File: src/rtl/frost32_mem_arbiter.sv
// Round-robin arbiter sharing the byte-wide main memory between the Frost32 fetch and data ports.
// Define FROST32_MEM_ARB_ALIGN_CHECK_EN to add data_err and reject misaligned data accesses.
module frost32_mem_arbiter #(
   parameter int MEM_ADDR_W = 24
) (
   input  logic                  clk,
   input  logic                  rst_n,
   input  logic                  ifetch_req,
   input  logic [31:0]           ifetch_addr,
   output logic                  ifetch_ack,
   output logic [31:0]           ifetch_rdata,
   input  logic                  data_req,
   input  logic                  data_we,
   input  logic [1:0]            data_size,
   input  logic [31:0]           data_addr,
   input  logic [31:0]           data_wdata,
   output logic                  data_ack,
   output logic [31:0]           data_rdata,
`ifdef FROST32_MEM_ARB_ALIGN_CHECK_EN
   output logic                  data_err,
`endif
   output logic                  mem_en,
   output logic                  mem_we,
   output logic [MEM_ADDR_W-1:0] mem_addr,
   output logic [7:0]            mem_wdata,
   input  logic [7:0]            mem_rdata,
   output logic                  busy
);

   typedef enum logic [1:0] {IDLE, XFER, CAPT, RESP} state_t;

   state_t                state;
   logic                  prefer_data;
   logic                  is_data;
   logic                  is_write;
   logic [1:0]            byte_idx;
   logic [1:0]            last_idx;
   logic [31:0]           wr_shift;
   logic [23:0]           rd_shift;
   logic                  rd_pending;

   logic                  grant_data;
   logic [1:0]            req_last;
   logic                  req_we;
   logic [MEM_ADDR_W-1:0] req_addr;
   logic [31:0]           req_wdata;
   logic                  req_err;
   logic                  unused_addr_bits;

   // Address bits above MEM_ADDR_W are intentionally dropped.
   assign unused_addr_bits = ^{ifetch_addr, data_addr};
   assign busy             = (state != IDLE);

   // Write data is pre-shifted so the first byte to send always sits in bits 31:24.
   always_comb begin
      grant_data = data_req & (~ifetch_req | prefer_data);
      req_last   = 2'd3;
      req_we     = 1'b0;
      req_addr   = ifetch_addr[MEM_ADDR_W-1:0];
      req_wdata  = 32'd0;
      if (grant_data) begin
         req_we   = data_we;
         req_addr = data_addr[MEM_ADDR_W-1:0];
         case (data_size)
            2'd0:    begin req_last = 2'd0; req_wdata = {data_wdata[7:0], 24'd0}; end
            2'd1:    begin req_last = 2'd1; req_wdata = {data_wdata[15:0], 16'd0}; end
            default: req_wdata = data_wdata;
         endcase
      end
   end

`ifdef FROST32_MEM_ARB_ALIGN_CHECK_EN
   assign req_err = grant_data & ((data_size == 2'd3) |
                                  ((data_size == 2'd1) & data_addr[0]) |
                                  ((data_size == 2'd2) & (data_addr[1:0] != 2'd0)));
`else
   assign req_err = 1'b0;
`endif

   // Read bytes arrive one cycle after issue; rd_pending marks the cycles that carry one.
   always_ff @(posedge clk or negedge rst_n) begin
      if (!rst_n) begin
         state        <= IDLE;
         prefer_data  <= 1'b1;
         is_data      <= 1'b0;
         is_write     <= 1'b0;
         byte_idx     <= 2'd0;
         last_idx     <= 2'd0;
         wr_shift     <= 32'd0;
         rd_shift     <= 24'd0;
         rd_pending   <= 1'b0;
         mem_en       <= 1'b0;
         mem_we       <= 1'b0;
         mem_addr     <= '0;
         mem_wdata    <= 8'd0;
         ifetch_ack   <= 1'b0;
         ifetch_rdata <= 32'd0;
         data_ack     <= 1'b0;
         data_rdata   <= 32'd0;
`ifdef FROST32_MEM_ARB_ALIGN_CHECK_EN
         data_err     <= 1'b0;
`endif
      end else begin
         rd_pending <= mem_en & ~mem_we;
         if (rd_pending) rd_shift <= {rd_shift[15:0], mem_rdata};
         case (state)
            IDLE: begin
               if (ifetch_req | data_req) begin
                  is_data     <= grant_data;
                  prefer_data <= ~grant_data;
                  rd_shift    <= 24'd0;
                  if (req_err) begin
                     state    <= RESP;
                     data_ack <= 1'b1;
`ifdef FROST32_MEM_ARB_ALIGN_CHECK_EN
                     data_err <= 1'b1;
`endif
                  end else begin
                     state     <= XFER;
                     byte_idx  <= 2'd0;
                     last_idx  <= req_last;
                     is_write  <= req_we;
                     wr_shift  <= {req_wdata[23:0], 8'd0};
                     mem_en    <= 1'b1;
                     mem_we    <= req_we;
                     mem_addr  <= req_addr;
                     mem_wdata <= req_wdata[31:24];
                  end
               end
            end
            XFER: begin
               if (byte_idx == last_idx) begin
                  state  <= CAPT;
                  mem_en <= 1'b0;
                  mem_we <= 1'b0;
               end else begin
                  byte_idx  <= byte_idx + 2'd1;
                  mem_addr  <= mem_addr + MEM_ADDR_W'(1);
                  mem_wdata <= wr_shift[31:24];
                  wr_shift  <= {wr_shift[23:0], 8'd0};
               end
            end
            CAPT: begin
               state <= RESP;
               if (is_data) begin
                  data_ack <= 1'b1;
                  if (!is_write) data_rdata <= {rd_shift, mem_rdata};
               end else begin
                  ifetch_ack   <= 1'b1;
                  ifetch_rdata <= {rd_shift, mem_rdata};
               end
            end
            default: begin
               state      <= IDLE;
               ifetch_ack <= 1'b0;
               data_ack   <= 1'b0;
`ifdef FROST32_MEM_ARB_ALIGN_CHECK_EN
               data_err   <= 1'b0;
`endif
            end
         endcase
      end
   end

endmodule

File: config.mk
export PLATFORM = sky130hd
export DESIGN_NAME = frost32_mem_arbiter
export DESIGN_NICKNAME = d
export VERILOG_FILES = /design/src/rtl/frost32_mem_arbiter.sv
export SDC_FILE = /design/constraint.sdc
export NUM_CORES = 1
export LEC_CHECK = 0
export ABC_AREA = 1
export BUFFER_PORTS_ARGS = -buffer_cell sky130_fd_sc_hd__buf_2
export CORE_MARGIN = 5
export CORE_UTILIZATION = 48
export CTS_CLUSTER_SIZE = 40
export DETAILED_ROUTE_END_ITERATION = 12
export GPL_TIMING_DRIVEN = 0
export PLACE_DENSITY = 0.8
export REMOVE_ABC_BUFFERS = 1
export SYNTH_ARGS = -nofsm -noshare
export SYNTH_HDL_FRONTEND = slang
export SYNTH_SLANG_ARGS = --single-unit
export TNS_END_PERCENT = 10
File: constraint.sdc
create_clock -name clk -period 1.5 [get_ports clk]
set_input_delay 0.15 -clock clk [delete_from_list [all_inputs] [get_ports clk]]
set_output_delay 0.15 -clock clk [all_outputs]
set_load 0.01 [all_outputs]
==> results of run 1 <==
-- placed cells by master (no fill, tap or decap), types with 3 or more instances in the layout --
| cell type | instances |
|---|---|
| nand3_1 | 32 |
| nand2_4 | 7 |
| bufinv_16 | 3 |
| nand4_1 | 4 |
| nor2_4 | 11 |
| nand2_8 | 6 |
| o21ai_0 | 112 |
| buf_12 | 11 |
| a22oi_1 | 24 |
| clkbuf_16 | 17 |
| inv_2 | 3 |
| dlygate4sd3_1 | 9 |
| clkinv_4 | 5 |
| o22ai_1 | 5 |
| clkinvlp_4 | 6 |
| inv_8 | 3 |
| buf_4 | 15 |
| dfrtp_1 | 155 |
| inv_1 | 99 |
| o21ai_2 | 13 |
| nor2_1 | 70 |
| o21ai_1 | 40 |
| nand2_1 | 295 |
| buf_6 | 12 |
| nor2_2 | 14 |
| buf_2 | 194 |
| nand2_2 | 6 |
| a21oi_2 | 10 |
| a21oi_1 | 14 |
-- through the flow --
stage	instances	util [%]	hold slack, ns
after floorplan	935	-	-0.146
after global placement	1346	54.8	0.425
after detailed placement	1350	55.5	0.192
after CTS	1431	64.1	0.00481
after global routing	1441	66.1	0.0237
final	1441	66.1	0.0227
-- routing by layer --
layer,vias up,GRT usage (%)
li1,3624,-
met1,3511,31.5
met2,327,37.5
met3,40,5.00
met4,0,8.68
met5,-,0
-- worst max-delay path by stage --
stage	startpoint	endpoint	depth (start not counted)	slack, ns
6_report	state[1]	mem_addr[21]	10	-0.23
5_1_grt	state[1]	mem_addr[21]	10	-0.29
4_1_cts	state[1]	mem_addr[9]	11	-0.17
3_5_place_dp	state[1]	mem_addr[9]	10	-1.50
3_3_place_gp	state[1]	mem_addr[11]	9	-2.60
2_1_floorplan	state[1]	mem_addr[11]	9	-1.42
-- final cells by class --
class / count / share of cell area (%)
well taps: 216 / 2.59
repair buffers: 246 / 16.0
clock buffers: 20 / 4.38
inverters: 107 / 4.25
clock inverters: 11 / 1.54
repair inverters: 5 / 0.444
flip-flops and latches: 158 / 38.0
multi-input cells: 678 / 32.8
-- critical path: cells and delay by family, from the launching register on --
kind                       cells  cell delay [ns]
and+or+nand+nor                2             0.18
buffers and inverters          5             0.73
DFF                            1             0.39
AOI/OAI and AO/OA              2             0.13
adders and majority gates      1             0.19
-- report_power, final --
part / total [mW] / switching, mW / internal [mW] / leakage [nW]
registers: 7.57 / 1.45 / 6.12 / 2.04
clock network: 4.47 / 1.75 / 2.72 / 0.294
logic: 11.5 / 6.88 / 4.58 / 2.97
-- kinds of logic (layout without fill, tap and decap cells) --
kind of cell	after synthesis	count (layout)	share of synthesized area, %
buf+inv	156	389	8.57
simple gates	442	450	23.0
compound gates	222	222	15.8
xor+xnor	2	2	0.229
fa+ha+maj	4	4	0.654
flops	158	158	51.7
-- state kept, by name, indices dropped and copies added (netlist names), 8 cells and up --
signal        cells
data_rdata       32
ifetch_rdata     32
mem_addr         24
mem_wdata         8
rd_shift         24
wr_shift         24
-- what timing repair did --
| item | in CTS | in global routing |
|---|---|---|
| pin swaps | 15 | 20 |
| hold buffers | 9 | 0 |
| setup endpoints to repair | 119 | 149 |
| hold endpoints to repair | 72 | 0 |
| buffers inserted | 32 | 5 |
| gates resized for setup | 82 | 63 |
| gates cloned | 9 | 6 |
==> impl_metrics.json, run 1 <==
{
  "core-area_mm2": 0.0158,
  "ys.flop_type": "dfrtp_1",
  "dp_hpwl_mm": 12.8,
  "fin_area_mm2": 0.0104,
  "ys_ff_latch": 158,
  "crit_slowest_cell": "dfrtp_1",
  "wl_mm": 22.6,
  "routed-wl-met2_mm": 10.9,
  "cts_root_buf": "clkbuf_16",
  "antenna_found_initial": 0,
  "clk_latency_ns": 0.41,
  "yosys-top-cells-area": "dfrtp_1, nand2_1, o21ai_0",
  "cts_num_sinks": 158,
  "route.met3.wl_mm": 1.74,
  "cts_buffers": 17,
  "setup_tns_ns": -10.02,
  "synth_common_cells": "nand2_1, o21ai_0, dfrtp_1",
  "total_power_mw": 23.5,
  "drv_cap": 0,
  "synth.yosys.seq_area_share_pct": 51.7,
  "preCtsSetupSlack_ns": -1.50,
  "yosysTopAreaCell": "dfrtp_1",
  "drive_gt1_share_pct": 29.0,
  "post_drt_wl_per_cell_um": 15.7,
  "finalNetCount": 1328,
  "violations": "setup timing",
  "slowest_delay_ns": 0.39,
  "synthesis.area_mm2": 0.00765,
  "tightest_slew_ns": 0.706,
  "fmax_mhz": 579,
  "yosysMostFrequentCell": "nand2_1",
  "ios": 212,
  "first_iter_violations": 588,
  "grt_usage_pct": 23.4,
  "routed.top_layer": "met4",
  "r2r-end": "mem_addr[21]",
  "leakage_nw": 5.30,
  "grt_overflow": 0,
  "cts_tree": "done",
  "rr_worst_depth": 10,
  "outcome": "finished with violations",
  "synth_edf_count": 0,
  "start_util_pct": 48.5,
  "timing.rr.start": "state[1]",
  "min_from": "mem_rdata[3]",
  "num_antenna_cells": 0,
  "gp_congestion": 0.849,
  "start_kind": "register",
  "first_pass_iters": 6,
  "antenna_left": 0,
  "viasPerCell": 5.21,
  "cts_max_level": 4,
  "setup_viol": 99,
  "crit_path_end_kind": "register",
  "fill_cells": 1351,
  "synth.yosys.warnings": 0,
  "maxSlewHeadroom_pct": 52.9,
  "crit_type": "register to register",
  "seq_area_mm2": 0.00396,
  "worstPathCellList": "inv_2 -> ha_4 -> buf_12 -> buf_6 -> clkinvlp_4 -> bufbuf_16 -> o21ai_0 -> nor2_1 -> nor2_2 -> a21oi_2",
  "grt_pass1_vias": 7080,
  "rsz0062_at_grt": "true",
  "synth.distinct_cells": 31,
  "pwr_density_cell_mw_per_mm2": 2260,
  "fin_crit_ns": 1.73,
  "multi_input_area_mm2": 0.00342,
  "final_hold_viol_count": 0,
  "drc": 0,
  "crit_fanout": 6,
  "grt_pass1_wl_mm": 34.7,
  "cp.arrival_ns": 2.03,
  "hold_path_depth": 3,
  "cts_buffer_depth": 2,
  "hp-class": "input port to register",
  "die_y_um": 136,
  "drt-met1-wl_mm": 9.44,
  "netlist_instances": 984,
  "min_to": "ifetch_rdata[3]",
  "ir_drop_v": 0.00103,
  "finalWorstSetupSlack_ns": -0.227,
  "reg2reg_slack_ns": -0.23,
  "clock_skew_ns": 0.00782,
  "post_synth.cell_area_avg_um2": 7.77,
  "die-area_mm2": 0.0186,
  "dieWidth_um": 136,
  "vias": 7502,
  "syn2layout_area_growth_pct": 36.2,
  "path_clk_slew_ns": 0.07,
  "cp.required_ns": 1.80,
  "rows": 46,
  "port_buffers": 195,
  "timing.final.crit_share_pct": 115,
  "synthArstFlopShare_pct": 100,
  "dpl_cell_area_mm2": 0.00875,
  "maxSlewViolCount": 0,
  "grt_max_degree": 94,
  "yosysTopAreaCellShare_pct": 51.4
}
Power figures use the tool's default switching activity.
==> inputs of run 2 (changes only) <==
- ABC_AREA: 1 -> not set
==> run 2 against run 1 <==
Effect of this change: the flow still finishes with violations (setup timing); clock skew increased by 0.0030 ns; via count decreased by 5.5%; core utilization increased by 3.7 points; critical endpoint is now mem_addr[20].
==> impl_metrics.json, run 2 <==
{
  "rr_worst_depth": 7,
  "antenna_left": 0,
  "finalWorstSetupSlack_ns": -0.488,
  "ios": 212,
  "syn2layout_area_growth_pct": 43.2,
  "maxSlewHeadroom_pct": 23.7,
  "synth.yosys.warnings": 0,
  "leakage_nw": 5.35,
  "finalNetCount": 1097,
  "hold_path_depth": 3,
  "crit_slowest_cell": "dfrtp_1",
  "clock_skew_ns": 0.0109,
  "worstPathCellList": "inv_2 -> ha_4 -> clkinvlp_4 -> o311ai_4 -> nor2_1 -> mux2_2 -> a221o_1",
  "start_util_pct": 48.7,
  "outcome": "finished with violations",
  "crit_buf_inv": 2,
  "synthArstFlopShare_pct": 100,
  "stdcell_count": 1211,
  "first_iter_violations": 610,
  "maxSlewViolCount": 0,
  "timing.rr.start": "state[1]",
  "start_kind": "register",
  "path_clk_slew_ns": 0.07,
  "die_y_um": 137,
  "post_drt_wl_per_cell_um": 19.9,
  "setup_viol": 155,
  "hp-class": "input port to register",
  "fmax_mhz": 503,
  "violations": "setup timing",
  "rsz0062_at_grt": "true",
  "grt_pass1_vias": 6932,
  "cts_tree": "done",
  "ys.flop_type": "dfrtp_1",
  "grt_usage_pct": 25.0,
  "die-area_mm2": 0.0186,
  "synth.yosys.seq_area_share_pct": 51.5,
  "path_delay_family": "compound AO/OA/AOI/OAI gates",
  "dp_hpwl_mm": 14.2,
  "final_hold_viol_count": 0,
  "slowest_delay_ns": 0.40,
  "cts_num_sinks": 158,
  "crit_path_end_kind": "register",
  "timing.final.crit_share_pct": 133,
  "dpl_cell_area_mm2": 0.00893,
  "cts_root_buf": "clkbuf_16",
  "clk_latency_ns": 0.42,
  "rows": 46,
  "cp.arrival_ns": 2.30,
  "synth_edf_count": 0,
  "dieWidth_um": 137,
  "synthesis.area_mm2": 0.00769,
  "yosys-top-cells-area": "dfrtp_1, mux2_2, mux2i_1",
  "viasPerCell": 5.85,
  "cp.required_ns": 1.81,
  "drv_cap": 0,
  "yosysMostFrequentCell": "dfrtp_1",
  "wl_mm": 24.1,
  "pwr_density_cell_mw_per_mm2": 2340,
  "tightest_slew_ns": 1.14,
  "drive_gt1_share_pct": 45.6,
  "core-area_mm2": 0.0158,
  "reg2reg_slack_ns": -0.49,
  "fin_area_mm2": 0.0110,
  "critPathCapture": "mem_addr[20]",
  "cts_buffer_depth": 2,
  "first_pass_iters": 5,
  "largestRegisters": "data_rdata: 32 flops, ifetch_rdata: 32 flops",
  "netlist_instances": 722,
  "drc": 0,
  "timing.hold.ws_ns": 0.0285,
  "grt_pass1_wl_mm": 36.5,
  "post_synth.cell_area_avg_um2": 10.6,
  "ir_drop_v": 0.00136,
  "num_antenna_cells": 0,
  "synth_common_cells": "dfrtp_1, nand2_1, mux2_2",
  "antenna_found_initial": 0,
  "yosysTopAreaCellShare_pct": 51.1,
  "crit_type": "register to register",
  "synth.distinct_cells": 71,
  "gp_congestion": 0.890,
  "vias": 7088,
  "fill_cells": 1110,
  "yosysTopAreaCell": "dfrtp_1",
  "fin_crit_ns": 1.99,
  "cp.depth": 7,
  "placed_cells": 1093,
  "layout_common_cells": "buf_2, dfrtp_1, nand2_1",
  "cts_buffers": 17,
  "crit_fanout": 4,
  "startpoint": "state[1]",
  "r2r-end": "mem_addr[20]",
  "grt_max_degree": 92,
  "ys_ff_latch": 158,
  "port_buffers": 195,
  "cts_max_level": 4,
  "grt_overflow": 0,
  "mostFrequentLayoutCell": "buf_2"
}
## run 2: cell families after synthesis
kind of cell             count (synthesis)  synth area share [%]
flip-flops                             158                  51.5
multiplexers                           111                  15.6
XOR/XNOR                                 4                 0.456
AND/OR/NAND/NOR                        239                  15.3
adder cells (fa/ha/maj)                  4                 0.651
buffers and inverters                   60                  3.13
AO/OA/AOI/OAI                          146                  13.4
## run 2: timing repair
action,in CTS,in global routing
setup buffers,33,24
pin swaps,15,24
endpoints found under the setup margin,155,155
hold endpoints to repair,114,0
cloned,6,4
resized for setup,77,69
hold buffers,19,0
## run 2: how the worst min path moves through the flow
stage / endpoint / slack [ns] / from
CTS: wr_shift[31] / 0.01 / data_wdata[23]
detailed placement: ifetch_rdata[31] / 0.29 / rst_n
global route: wr_shift[30] / 0.03 / data_wdata[22]
global placement: wr_shift[9] / 0.40 / data_wdata[1]
floorplan: byte_idx[0] / -0.15 / rst_n
finish: wr_shift[31] / 0.03 / data_wdata[23]
## run 2: final cells by class
| type | instances | area [um^2] | area share, % |
|---|---|---|---|
| clock buffers | 21 | 460 | 4.18 |
| clock inverters | 11 | 203 | 1.84 |
| inverters | 13 | 55.1 | 0.500 |
| multi-input cells | 508 | 4010 | 36.5 |
| flip-flops and latches | 158 | 3980 | 36.1 |
| well taps | 216 | 270 | 2.46 |
| repair buffers | 284 | 2030 | 18.4 |
## run 2: power by group
| group | switching [mW] | internal (mW) |
|---|---|---|
| Combinational | 6.52 | 6.34 |
| Clock | 1.77 | 3.07 |
| Sequential | 1.82 | 6.16 |
| Total | 10.1 | 15.6 |
## run 2: metal layers
metal	wire, um	GRT usage, %	vias up
met2	11700	40.8	366
met5	0	0	-
met1	9830	32.7	3486
met3	1940	5.70	64
met4	630	9.41	0
li1	-	-	3172
## run 2: worst min-delay path: cells and delay by family
| kind | cells | cell delay, ns |
|---|---|---|
| compound gates | 2 | 0.18 |
| buf+inv | 1 | 0.07 |
## run 2: metrics by stage
stage | util [%] | setup TNS [ns] | worst slack [ns] | total power [mW]
CTS | 66.3 | -37.79 | -0.463 | 24.0
detailed placement | 56.6 | -132.34 | -1.60 | 16.8
finish | 69.8 | -36.71 | -0.488 | 25.7
floorplan | - | -215.39 | -3.72 | 13.0
global placement | 55.4 | -720.22 | -5.89 | 16.1
global route | 69.8 | -43.15 | -0.551 | 27.0
